**src/rtl/pipeline_hazard_ctrl.sv**
```systemverilog
// rtl/pipeline_hazard_ctrl.sv - pipeline stall/flush/redirect generator with memory-wait FSM
// Optional perf counters built only when HAZARD_PERF_CNT_EN is defined.
module pipeline_hazard_ctrl #(
    parameter int addrWidth   = 16,
    parameter int MEM_TIMEOUT = 255
) (
    input  logic                 clk,
    input  logic                 rst,
    input  logic [4:0]           id_rs1,
    input  logic [4:0]           id_rs2,
    input  logic                 id_use_rs1,
    input  logic                 id_use_rs2,
    input  logic [4:0]           exe_rd,
    input  logic                 exe_is_load,
    input  logic                 exe_br_valid,
    input  logic                 exe_br_taken,
    input  logic                 exe_bp_taken,
    input  logic [addrWidth-1:0] exe_br_target,
    input  logic                 mem_req,
    input  logic                 mem_ready,
    output logic                 stall_pc,
    output logic                 stall_id,
    output logic                 stall_exe,
    output logic                 stall_mem,
    output logic                 flush_id,
    output logic                 flush_exe,
    output logic                 redirect_valid,
    output logic [addrWidth-1:0] redirect_pc,
    output logic                 mem_timeout,
    output logic [31:0]          perf_stall_cnt,
    output logic [31:0]          perf_flush_cnt
);

    localparam int WCW = (MEM_TIMEOUT < 1) ? 1 : $clog2(MEM_TIMEOUT + 1);
    localparam logic [WCW-1:0] TMAX = WCW'(MEM_TIMEOUT);

    typedef enum logic [0:0] {
        RUN      = 1'b0,
        MEM_WAIT = 1'b1
    } state_t;

    state_t         state, state_nxt;
    logic [WCW-1:0] wait_cnt, wait_cnt_nxt;
    logic           memwait, mispred, loaduse;

    assign memwait = mem_req & ~mem_ready;
    assign mispred = exe_br_valid & (exe_br_taken != exe_bp_taken);
    assign loaduse = exe_is_load & (exe_rd != 5'd0) &
                     ((id_use_rs1 & (id_rs1 == exe_rd)) |
                      (id_use_rs2 & (id_rs2 == exe_rd)));

    always_ff @(posedge clk or posedge rst) begin
        if (rst) begin
            state       <= RUN;
            wait_cnt    <= '0;
            mem_timeout <= 1'b0;
        end else begin
            state    <= state_nxt;
            wait_cnt <= wait_cnt_nxt;
            if (memwait && (wait_cnt_nxt == TMAX))
                mem_timeout <= 1'b1;
        end
    end

    always_comb begin
        state_nxt    = state;
        wait_cnt_nxt = wait_cnt;
        case (state)
            RUN: begin
                if (memwait) begin
                    state_nxt    = MEM_WAIT;
                    wait_cnt_nxt = WCW'(1);
                end
            end
            MEM_WAIT: begin
                if (memwait) begin
                    if (wait_cnt != TMAX)
                        wait_cnt_nxt = wait_cnt + WCW'(1);
                end else begin
                    state_nxt    = RUN;
                    wait_cnt_nxt = '0;
                end
            end
            default: begin
                state_nxt    = RUN;
                wait_cnt_nxt = '0;
            end
        endcase
    end

    // Outputs are a function of the current inputs in either state; rst forces them low at once.
    always_comb begin
        stall_pc       = 1'b0;
        stall_id       = 1'b0;
        stall_exe      = 1'b0;
        stall_mem      = 1'b0;
        flush_id       = 1'b0;
        flush_exe      = 1'b0;
        redirect_valid = 1'b0;
        if (!rst) begin
            if (memwait) begin
                stall_pc  = 1'b1;
                stall_id  = 1'b1;
                stall_exe = 1'b1;
                stall_mem = 1'b1;
            end else if (mispred) begin
                flush_id       = 1'b1;
                flush_exe      = 1'b1;
                redirect_valid = 1'b1;
            end else if (loaduse) begin
                stall_pc  = 1'b1;
                stall_id  = 1'b1;
                flush_exe = 1'b1;
            end
        end
    end

    assign redirect_pc = redirect_valid ? exe_br_target : '0;

`ifdef HAZARD_PERF_CNT_EN
    // redirect_valid marks exactly the flush_exe cycles caused by a mispredict.
    always_ff @(posedge clk or posedge rst) begin
        if (rst) begin
            perf_stall_cnt <= '0;
            perf_flush_cnt <= '0;
        end else begin
            if (stall_pc)
                perf_stall_cnt <= perf_stall_cnt + 32'd1;
            if (redirect_valid)
                perf_flush_cnt <= perf_flush_cnt + 32'd1;
        end
    end
`else
    assign perf_stall_cnt = 32'd0;
    assign perf_flush_cnt = 32'd0;
`endif

endmodule
```
**config.mk**
```make
export PLATFORM = sky130hd
export DESIGN_NAME = pipeline_hazard_ctrl
export DESIGN_NICKNAME = d
export VERILOG_FILES = /design/src/rtl/pipeline_hazard_ctrl.sv
export SDC_FILE = /design/constraint.sdc
export NUM_CORES = 1
export LEC_CHECK = 0
export ABC_AREA = 1
export BUFFER_PORTS_ARGS = -buffer_cell sky130_fd_sc_hd__buf_2
export CORE_ASPECT_RATIO = 1.5
export CORE_MARGIN = 5
export CORE_UTILIZATION = 39
export CTS_BUF_LIST = sky130_fd_sc_hd__clkbuf_4
export DETAILED_ROUTE_END_ITERATION = 12
export GPL_TIMING_DRIVEN = 0
export HOLD_SLACK_MARGIN = 0.12
export PLACE_DENSITY = 0.9
export SLEW_MARGIN = 20
export SYNTH_ARGS = -nofsm -noshare
export SYNTH_HDL_FRONTEND = slang
export SYNTH_SLANG_ARGS = --single-unit
```
**constraint.sdc**
```tcl
create_clock -name clk -period 2.2 [get_ports clk]
set_clock_uncertainty 0.15 [all_clocks]
set_input_delay 0.22 -clock clk [delete_from_list [all_inputs] [get_ports clk]]
set_output_delay 0.22 -clock clk [all_outputs]
set_load 0.05 [all_outputs]
```
After elaboration in Yosys (flattened, before gate mapping)
Cells that the tools add are included.

Logic and storage cells: 37. Flip-flop bits (word level): 10. Output and inout port bits: 88. Bits of input ports: 41.

Bitwise logic cells: 9. Add/sub/neg operators: 1. Mux-type cells: 17. Reductions and logical operators: 2. Eq/ne operators: 5.

Operators with widths (number): $mux W8 (3); $mux W16 (1); $pmux W8 S2 (1); $mux W1 (12); $eq A5 B5 Y1 (2); $add A8 B1 Y8 const B (1); $eq A8 B8 Y1 const B (1); $ne A8 B8 Y1 const B (1); $and A1 B1 Y1 (6); $reduce_bool A5 Y1 (1); $not A1 Y1 (2); $logic_and A1 B1 Y1 (1); $ne A1 B1 Y1 (1); $or A1 B1 Y1 (1).

Logic depth before layout (Yosys ltp)
Gate-level depths: netlist (run 1).

Depth in word-level cells: 8. Mapped depth: 12. Depth with buffers taken out: 11.

Worst setup path after synthesis (run 1)
OpenSTA, ideal clock, no wires.

Kind: input port to output port. Start: input port mem_ready. End: output port stall_pc. Setup slack: -11 ps. Stages: 4. Path buffers: 1. Arrival time: 1841 ps. Data required time: 1830 ps. Path through: inv_1 nand2_1 o21ai_0 buf_4.

Word-level cells in the longest chain between the ends: 4.

Ends and longest elaborated chain: start, declared (line 20) `input logic mem_ready,`; $not A1 Y1 (line 46) `assign memwait = mem_req & ~mem_ready;`; $and A1 B1 Y1 (line 46); $mux W1 (2 in series); end, declared (line 21) `output logic stall_pc,`.

No other way between the ends.

Worst setup path in the final report (run 1)
Start: input port mem_ready. End: output port redirect_valid.

Word-level cells in the longest chain between the ends: 4.

Ends and longest elaborated chain: $not A1 Y1 (line 46); $and A1 B1 Y1 (line 46); via memwait (line 44) `logic memwait, mispred, loaduse;`; $mux W1 (line 101) `if (memwait) begin`; $mux W1 (line 100) `if (!rst) begin`; end, declared (line 27) `output logic redirect_valid,`.

The timed path passes the listed nets, and every way through them passes these cells.

==> results by group, run 1 <==
Clock network
  • Clock-pin slew of the registers on the worst-case setup and hold paths: 0.06 ns
  • Number of cells upsized or downsized after cts: 0
  • Latest clock arrival within the worst-skew pair: 0.26 ns
  • Clock tree from TritonCTS: done
  • H-tree Lvls: 1
  • Clock tree sinks: 10
  • Max Root-Sink Buffers: 2
  • Root Buffer Master: sky130_fd_sc_hd__clkbuf_4
  • Number of buffers created by CTS: 3

Drt
  • Number of vias per cell after detailed routing: 3.906
  • Remaining DRCs: 0
  • Via count: 1,625
  • DRT iter0 DRCs: 41
  • Number of search-and-repair iterations in the first detailed-routing pass: 4
  • Aggregate routed wire length: 3986 um
  • Number of nets with antenna violations after routing: 0
  • Average wire per cell in the routed design: 9.582 um

Finish
  • Inserted Diodes: 0
  • Layout cell share with drive strength beyond 1: 0.3780
  • Post-layout net count: 416
  • Commonest non-fill, non-tap cell in the layout: sky130_fd_sc_hd__buf_4
  • Leading cell types in the layout, fill and taps excluded: 67 x sky130_fd_sc_hd__buf_4, 64 x sky130_fd_sc_hd__conb_1, 64 x sky130_fd_sc_hd__buf_2, 42 x sky130_fd_sc_hd__inv_1, 38 x sky130_fd_sc_hd__nand2_1
  • Final non-filler cell total: 416
  • Area Growth Syn to Fin: 44.27%
  • FILL cells: 353

Setup path
  • Maximum fanout count along the critical path: 18
  • Type of element capturing the critical path: primary output
  • Type of the setup path with the least slack: in2out
  • Arrival time of data at the critical path endpoint: 1.53 ns
  • Data required time at the worst endpoint: 1.83 ns
  • Critical path startpoint category: input port

Power
  • Leakage: 1.474 nW
  • Ratio of total power to cell area: 390.6 nW/um^2
  • Peak supply drop: 0.3711 mV

GRT
  • Antenna violations before repair: 0
  • Tot GR Track Use: 0.1544
  • Largest net degree at the start of global routing: 11
  • Most crowded layer after global routing: met2
  • Global route total overflow: 0
  • Met2 usage in global routing: 0.2933
  • M3 GR Usage: 0.02740
  • GR Layer Usage met1: 0.1590
  • Via count of the first global-routing pass: 1,568
  • First-pass GRT wire length: 6396 um

Die
  • Placeable core region: 3682 um^2
  • DIE AREA: 5138 um^2
  • Top-Level Pins: 129
  • Initial Utilization: 0.4006
  • Die Y: 85.33 um
  • Die span in x: 60.22 um
  • Cell Rows: 27

Logic synthesis
  • Synthesized cell area: 1475 um^2
  • Fraction of the yosys area taken by sequential cells: 0.1696
  • Yosys Warn Count: 0
  • Post-synthesis average cell area: 6.121 um^2
  • Synthesis-stage register bit count: 10
  • Synthesized instance count: 241
  • Distinct cell type count after synthesis: 20

STA
  • Endpoints failing setup: 0
  • Total Negative Setup Slacks: 0 ns
  • Final critical-path share of the clock period: 0.8634
  • Max_slew headroom: 0.6426
  • Hold Fails Final Rpt: 0
  • F_max: 526.5 MHz
  • Max-slew violation count: 0
  • Final Critical Period: 1.899 ns
  • Unrepaired setup endpoints after global routing: false
  • Final worst hold slack: 0.1616 ns
  • Final worst setup slack: 0.3005 ns
  • Measured slew at the worst slew-check pin: 0.5348 ns

Placement
  • Global placer's final weighted congestion: 0.8671
  • Minimum setup slack after placement: 0.1242 ns
  • Sum of net half-perimeters after detailed placement: 3653 um
  • PortBufs: 64
  • # placed instances: 411

Run status
  • Result of the run: finished clean

Min path
  • Hold crit path type: in2reg

Flow run
  • Max-cap violations: 0
==> state kept, by name (all words and copies together), names as in the netlist <==
signal and count:
wait_cnt 8, mem_timeout 1, state 1
==> per-layer routing <==
| layer | wire [um] | part of all wire | up-vias |
|---|---|---|---|
| met1 | 1396 | 0.35 | 682 |
| met4 | 76 | 0.019 | 0 |
| met5 | 0 | 0 | - |
| li1 | - | - | 856 |
| met2 | 2154 | 0.54 | 77 |
| met3 | 358 | 0.090 | 10 |
==> repair_timing <==
action	CTS	global route
setup buffers	0	0
hold endpoints to repair	11	0
hold buffers	2	0
setup endpoints to repair	0	1
==> path summary, 6_finish.rpt <==
kind | cells past startpoint | end | from | slack [ns]
min in group asynchronous | 3 | wait_cnt[1] | rst | 0.36
hold / removal | 4 | wait_cnt[0] | mem_ready | 0.16
hold reg to reg | 2 | mem_timeout | mem_timeout | 0.32
setup / recovery | 7 | redirect_valid | mem_ready | 0.30
setup reg to reg | 12 | mem_timeout | wait_cnt[0] | 0.42
max in group asynchronous | 3 | wait_cnt[3] | rst | 1.28
==> worst max-delay path: stages <==
cell and delay (ns):
sky130_fd_sc_hd__buf_2 0.11, sky130_fd_sc_hd__nor2_2 0.19, sky130_fd_sc_hd__nor2_1 0.08, sky130_fd_sc_hd__nand2_1 0.41, sky130_fd_sc_hd__inv_1 0.15, sky130_fd_sc_hd__buf_4 0.16, sky130_fd_sc_hd__buf_2 0.20
==> report_power, final <==
| part | switching [W] | internal (W) | leakage (nW) | total, W |
|---|---|---|---|---|
| Sequential | 0.00000617 | 0.000189 | 0.131 | 0.000195 |
| Clock | 0.0000573 | 0.0000653 | 0.0154 | 0.000123 |
| Combinational | 0.000373 | 0.000140 | 1.33 | 0.000514 |
| Total | 0.000437 | 0.000394 | 1.47 | 0.000831 |
==> stage by stage <==
stage	instance area, um^2	util	power, W
floorplan	1712	-	0.0006337
global placement	2086	0.5664	0.0006969
detailed placement	2086	0.5664	0.0007025
CTS	2132	0.5790	0.0008305
global route	2128	0.5780	0.0008786
finish	2128	0.5780	0.0008314
==> logic make-up (layout without fill, tap and decap cells) <==
family,count (synthesis),after routing,share of synthesized area
buffers and inverters,112,181,0.4606
AND/OR/NAND/NOR,97,97,0.2791
AO/OA/AOI/OAI,16,16,0.05597
flip-flops,10,10,0.1696
XOR/XNOR,4,4,0.02375
adder cells (fa/ha/maj),1,1,0.008480
other,1,64,0.002542
==> synth_stat cells <==
library cell	number	area, um^2
sky130_fd_sc_hd__buf_4	67	503.0
sky130_fd_sc_hd__nor2_1	33	123.9
sky130_fd_sc_hd__nand4_1	3	18.77
sky130_fd_sc_hd__conb_1	1	3.750
sky130_fd_sc_hd__o21ai_0	8	40.04
sky130_fd_sc_hd__nand3_1	18	90.09
sky130_fd_sc_hd__nand2_2	1	6.260
sky130_fd_sc_hd__a21oi_1	5	25.02
sky130_fd_sc_hd__buf_6	1	11.26
sky130_fd_sc_hd__o22ai_1	2	12.51
sky130_fd_sc_hd__nand2_1	38	142.6
sky130_fd_sc_hd__inv_2	1	3.750
sky130_fd_sc_hd__o21ai_1	1	5.000
sky130_fd_sc_hd__xor2_1	4	35.03
sky130_fd_sc_hd__nor2_2	3	18.77
sky130_fd_sc_hd__ha_1	1	12.51
sky130_fd_sc_hd__inv_1	42	157.7
sky130_fd_sc_hd__nor2_4	1	11.26
sky130_fd_sc_hd__clkbuf_1	1	3.750
sky130_fd_sc_hd__dfrtp_1	10	250.2
==> area by class of cell <==
type | count | area, um^2 | area share
tap | 43 | 53.80 | 0.02528
buffer | 68 | 514.2 | 0.2416
clock inverter | 1 | 3.754 | 0.001764
inverter | 43 | 161.4 | 0.07584
multi-input combinational | 182 | 782.0 | 0.3674
clock buffer | 3 | 22.52 | 0.01058
timing repair buffer | 66 | 340.3 | 0.1599
sequential | 10 | 250.2 | 0.1176
Power figures use the tool's default switching activity.
==> inputs of run 2 (changes only) <==
--- a/config.mk
+++ b/config.mk
@@ -7,7 +7,6 @@
 export LEC_CHECK = 0
 export ABC_AREA = 1
 export BUFFER_PORTS_ARGS = -buffer_cell sky130_fd_sc_hd__buf_2
-export CORE_ASPECT_RATIO = 1.5
 export CORE_MARGIN = 5
 export CORE_UTILIZATION = 39
 export CTS_BUF_LIST = sky130_fd_sc_hd__clkbuf_4
==> results by group, run 2 (same netlist as run 1, synthesis figures left out) <==
Run status
  • Result of the run: finished clean

Power
  • Peak supply drop: 0.3205 mV (-14%)
  • Ratio of total power to cell area: 390.3 nW/um^2 (about the same)
  • Leakage: 1.474 nW (unchanged)

Placement
  • Area post-placement: 2092 um^2 (+0.30%)
  • Sum of net half-perimeters after detailed placement: 3458 um (-5.3%)
  • Global placer's final weighted congestion: 0.8267 (-4.7%)
  • PortBufs: 64 (unchanged)
  • Minimum setup slack after placement: 0.1701 ns (+0.04587 ns)

Finish
  • Area Growth Syn to Fin: 44.70%
  • Inserted Diodes: 0 (unchanged)
  • Final std cell area, no fill: 2135 um^2 (+0.29%)
  • Commonest non-fill, non-tap cell in the layout: sky130_fd_sc_hd__buf_4
  • Biggest registers after layout: wait_cnt (8), mem_timeout (1), state (1)
  • Layout cell share with drive strength beyond 1: 0.3780 (unchanged)
  • Post-layout net count: 416 (unchanged)
  • Leading cell types in the layout, fill and taps excluded: 67 x sky130_fd_sc_hd__buf_4, 64 x sky130_fd_sc_hd__conb_1, 64 x sky130_fd_sc_hd__buf_2, 42 x sky130_fd_sc_hd__inv_1, 38 x sky130_fd_sc_hd__nand2_1
  • Flip-flop count of the largest register, all copies and words added: 8 (unchanged)
  • Top register by number of flip-flops: wait_cnt

GRT
  • Global route total overflow: 0 (unchanged)
  • Antenna violations before repair: 0 (unchanged)
  • First-pass GRT wire length: 6313 um (-1.3%)
  • Via count of the first global-routing pass: 1,481 (-5.5%)
  • Largest net degree at the start of global routing: 11 (unchanged)
  • Tot GR Track Use: 0.1441 (-0.01038)

STA
  • Total Negative Setup Slacks: 0 ns (unchanged)
  • Final critical-path share of the clock period: 0.8531 (-0.01028)
  • Unrepaired setup endpoints after global routing: false
  • Final Critical Period: 1.877 ns (-0.02262 ns)
  • Hold Fails Final Rpt: 0 (unchanged)
  • Endpoints failing setup: 0 (unchanged)
  • F_max: 532.8 MHz (+1.2%)
  • Max-slew violation count: 0 (unchanged)
  • Final worst setup slack: 0.3231 ns (+0.02262 ns)
  • Max_slew headroom: 0.6433 (+0.0006960)
  • Final worst hold slack: 0.1694 ns (+0.007835 ns)
  • Measured slew at the worst slew-check pin: 0.5338 ns (-0.001042 ns)

Drt
  • Number of vias per cell after detailed routing: 3.812 (-2.4%)
  • DRT iter0 DRCs: 51 (+24%)
  • Number of nets with antenna violations after routing: 0 (unchanged)
  • Remaining DRCs: 0 (unchanged)
  • Number of search-and-repair iterations in the first detailed-routing pass: 4 (unchanged)
  • Via count: 1,605 (-1.2%)
  • Average wire per cell in the routed design: 9.102 um (-5.0%)
  • Aggregate routed wire length: 3832 um (-3.9%)

Setup path
  • Maximum fanout count along the critical path: 18 (unchanged)
  • Slowest library cell on the worst path: sky130_fd_sc_hd__nand2_1
  • Cell family with the largest share of critical-path delay: simple AND/OR/NAND/NOR gates
  • Worst setup path startpoint: mem_req
  • Type of the setup path with the least slack: in2out
  • Type of element capturing the critical path: primary output
  • Arrival time of data at the critical path endpoint: 1.51 ns (-0.02 ns)
  • Total buffers and inverters traversed by the critical path: 5 (+1)
  • Data required time at the worst endpoint: 1.83 ns (about the same)
  • List of cells traversed by the critical path: buf_2 -> inv_1 -> nor2_2 -> nor2_1 -> nand2_1 -> inv_1 -> buf_4 -> buf_2
  • Reg2reg start: wait_cnt[0]
  • Critical path startpoint category: input port
  • Critical path's largest stage delay: 0.41 ns (about the same)

Die
  • Initial Utilization: 0.4029 (+0.002328)
  • Die span in x: 71.50 um (+19%)
  • Top-Level Pins: 129 (unchanged)
  • Die Y: 71.50 um (-16%)
  • DIE AREA: 5112 um^2 (-0.50%)
  • Placeable core region: 3661 um^2 (-0.58%)
  • Cell Rows: 22 (-19%)

Clock network
  • Max Root-Sink Buffers: 2 (unchanged)
  • Clock tree from TritonCTS: done
  • Clock-pin slew of the registers on the worst-case setup and hold paths: 0.06 ns (about the same)
  • Latest clock arrival within the worst-skew pair: 0.26 ns (about the same)
  • Number of buffers created by CTS: 3 (unchanged)
  • H-tree Lvls: 1 (unchanged)
  • Clock tree sinks: 10 (unchanged)
  • Number of cells upsized or downsized after cts: 0 (unchanged)
  • Setup repair bufs after CTS: 0 (unchanged)
  • Root Buffer Master: sky130_fd_sc_hd__clkbuf_4

Min path
  • Hold path start: mem_ready
  • Hold crit path type: in2reg

Flow run
  • Max-cap violations: 0 (unchanged)
run 2: cell counts in the layout (fill, tap and decap cells not counted):
No cell type changed its count.
run 2: timing repair:
| item | 4_1_cts | 5_1_grt |
|---|---|---|
| setup endpoints to repair | 0 | 1 |
| hold buffers | 2 | 0 |
| endpoints found under the hold margin | 11 | 0 |
run 2: where the power goes:
part | leakage (nW) | switching, W | internal (W) | total, W
combinational | 1.33 | 0.000373 | 0.000140 | 0.000513
sequential | 0.131 | 0.00000624 | 0.000189 | 0.000195
clock | 0.0154 | 0.0000598 | 0.0000654 | 0.000125
total | 1.47 | 0.000439 | 0.000394 | 0.000833
run 2: stage by stage:
stage                       util  instances  total power, W
after global routing      0.5830        421       0.0008771
after detailed placement  0.5714        416       0.0007004
after floorplan                -        304       0.0006337
final                     0.5830        421       0.0008331
after CTS                 0.5841        422       0.0008300
after global placement    0.5714        416       0.0006953
run 2: area by class of cell:
cell class,instances,area (um^2)
flip-flops and latches,10,250.2
repair buffers,66,340.3
plain buffers,68,514.2
multi-input cells,182,782.0
fillers,350,1526
well taps,48,60.06
clock buffers,3,22.52
clock inverters,1,3.754
inverters,43,161.4
run 2: worst register-to-register path, stage by stage (launching register included):
cell and delay [ns]:
sky130_fd_sc_hd__dfrtp_1 0.42, sky130_fd_sc_hd__ha_1 0.22, sky130_fd_sc_hd__nand2_1 0.11, sky130_fd_sc_hd__nor2_4 0.13
sky130_fd_sc_hd__nand2_2 0.08, sky130_fd_sc_hd__buf_6 0.14, sky130_fd_sc_hd__nand3_1 0.07, sky130_fd_sc_hd__nand2_1 0.06
sky130_fd_sc_hd__nor2_2 0.10, sky130_fd_sc_hd__nand2_1 0.06, sky130_fd_sc_hd__nor2_1 0.10, sky130_fd_sc_hd__nand2_1 0.06
sky130_fd_sc_hd__nand2_1 0.05
run 2: final timing paths:
check / end / slack [ns] / cells past startpoint
setup / recovery: redirect_valid / 0.32 / 8
hold / removal: wait_cnt[0] / 0.17 / 4
setup reg to reg: mem_timeout / 0.42 / 12
hold reg to reg: mem_timeout / 0.32 / 2
max in group asynchronous: mem_timeout / 1.27 / 3
min in group asynchronous: wait_cnt[1] / 0.37 / 3
run 2: metal layers:
layer | vias to the layer above | global-route usage | part of all wire
met4 | 0 | 0.04384 | 0.015
met5 | - | 0 | 0
met1 | 660 | 0.1662 | 0.37
met2 | 75 | 0.2684 | 0.53
li1 | 860 | - | -
met3 | 10 | 0.02384 | 0.088
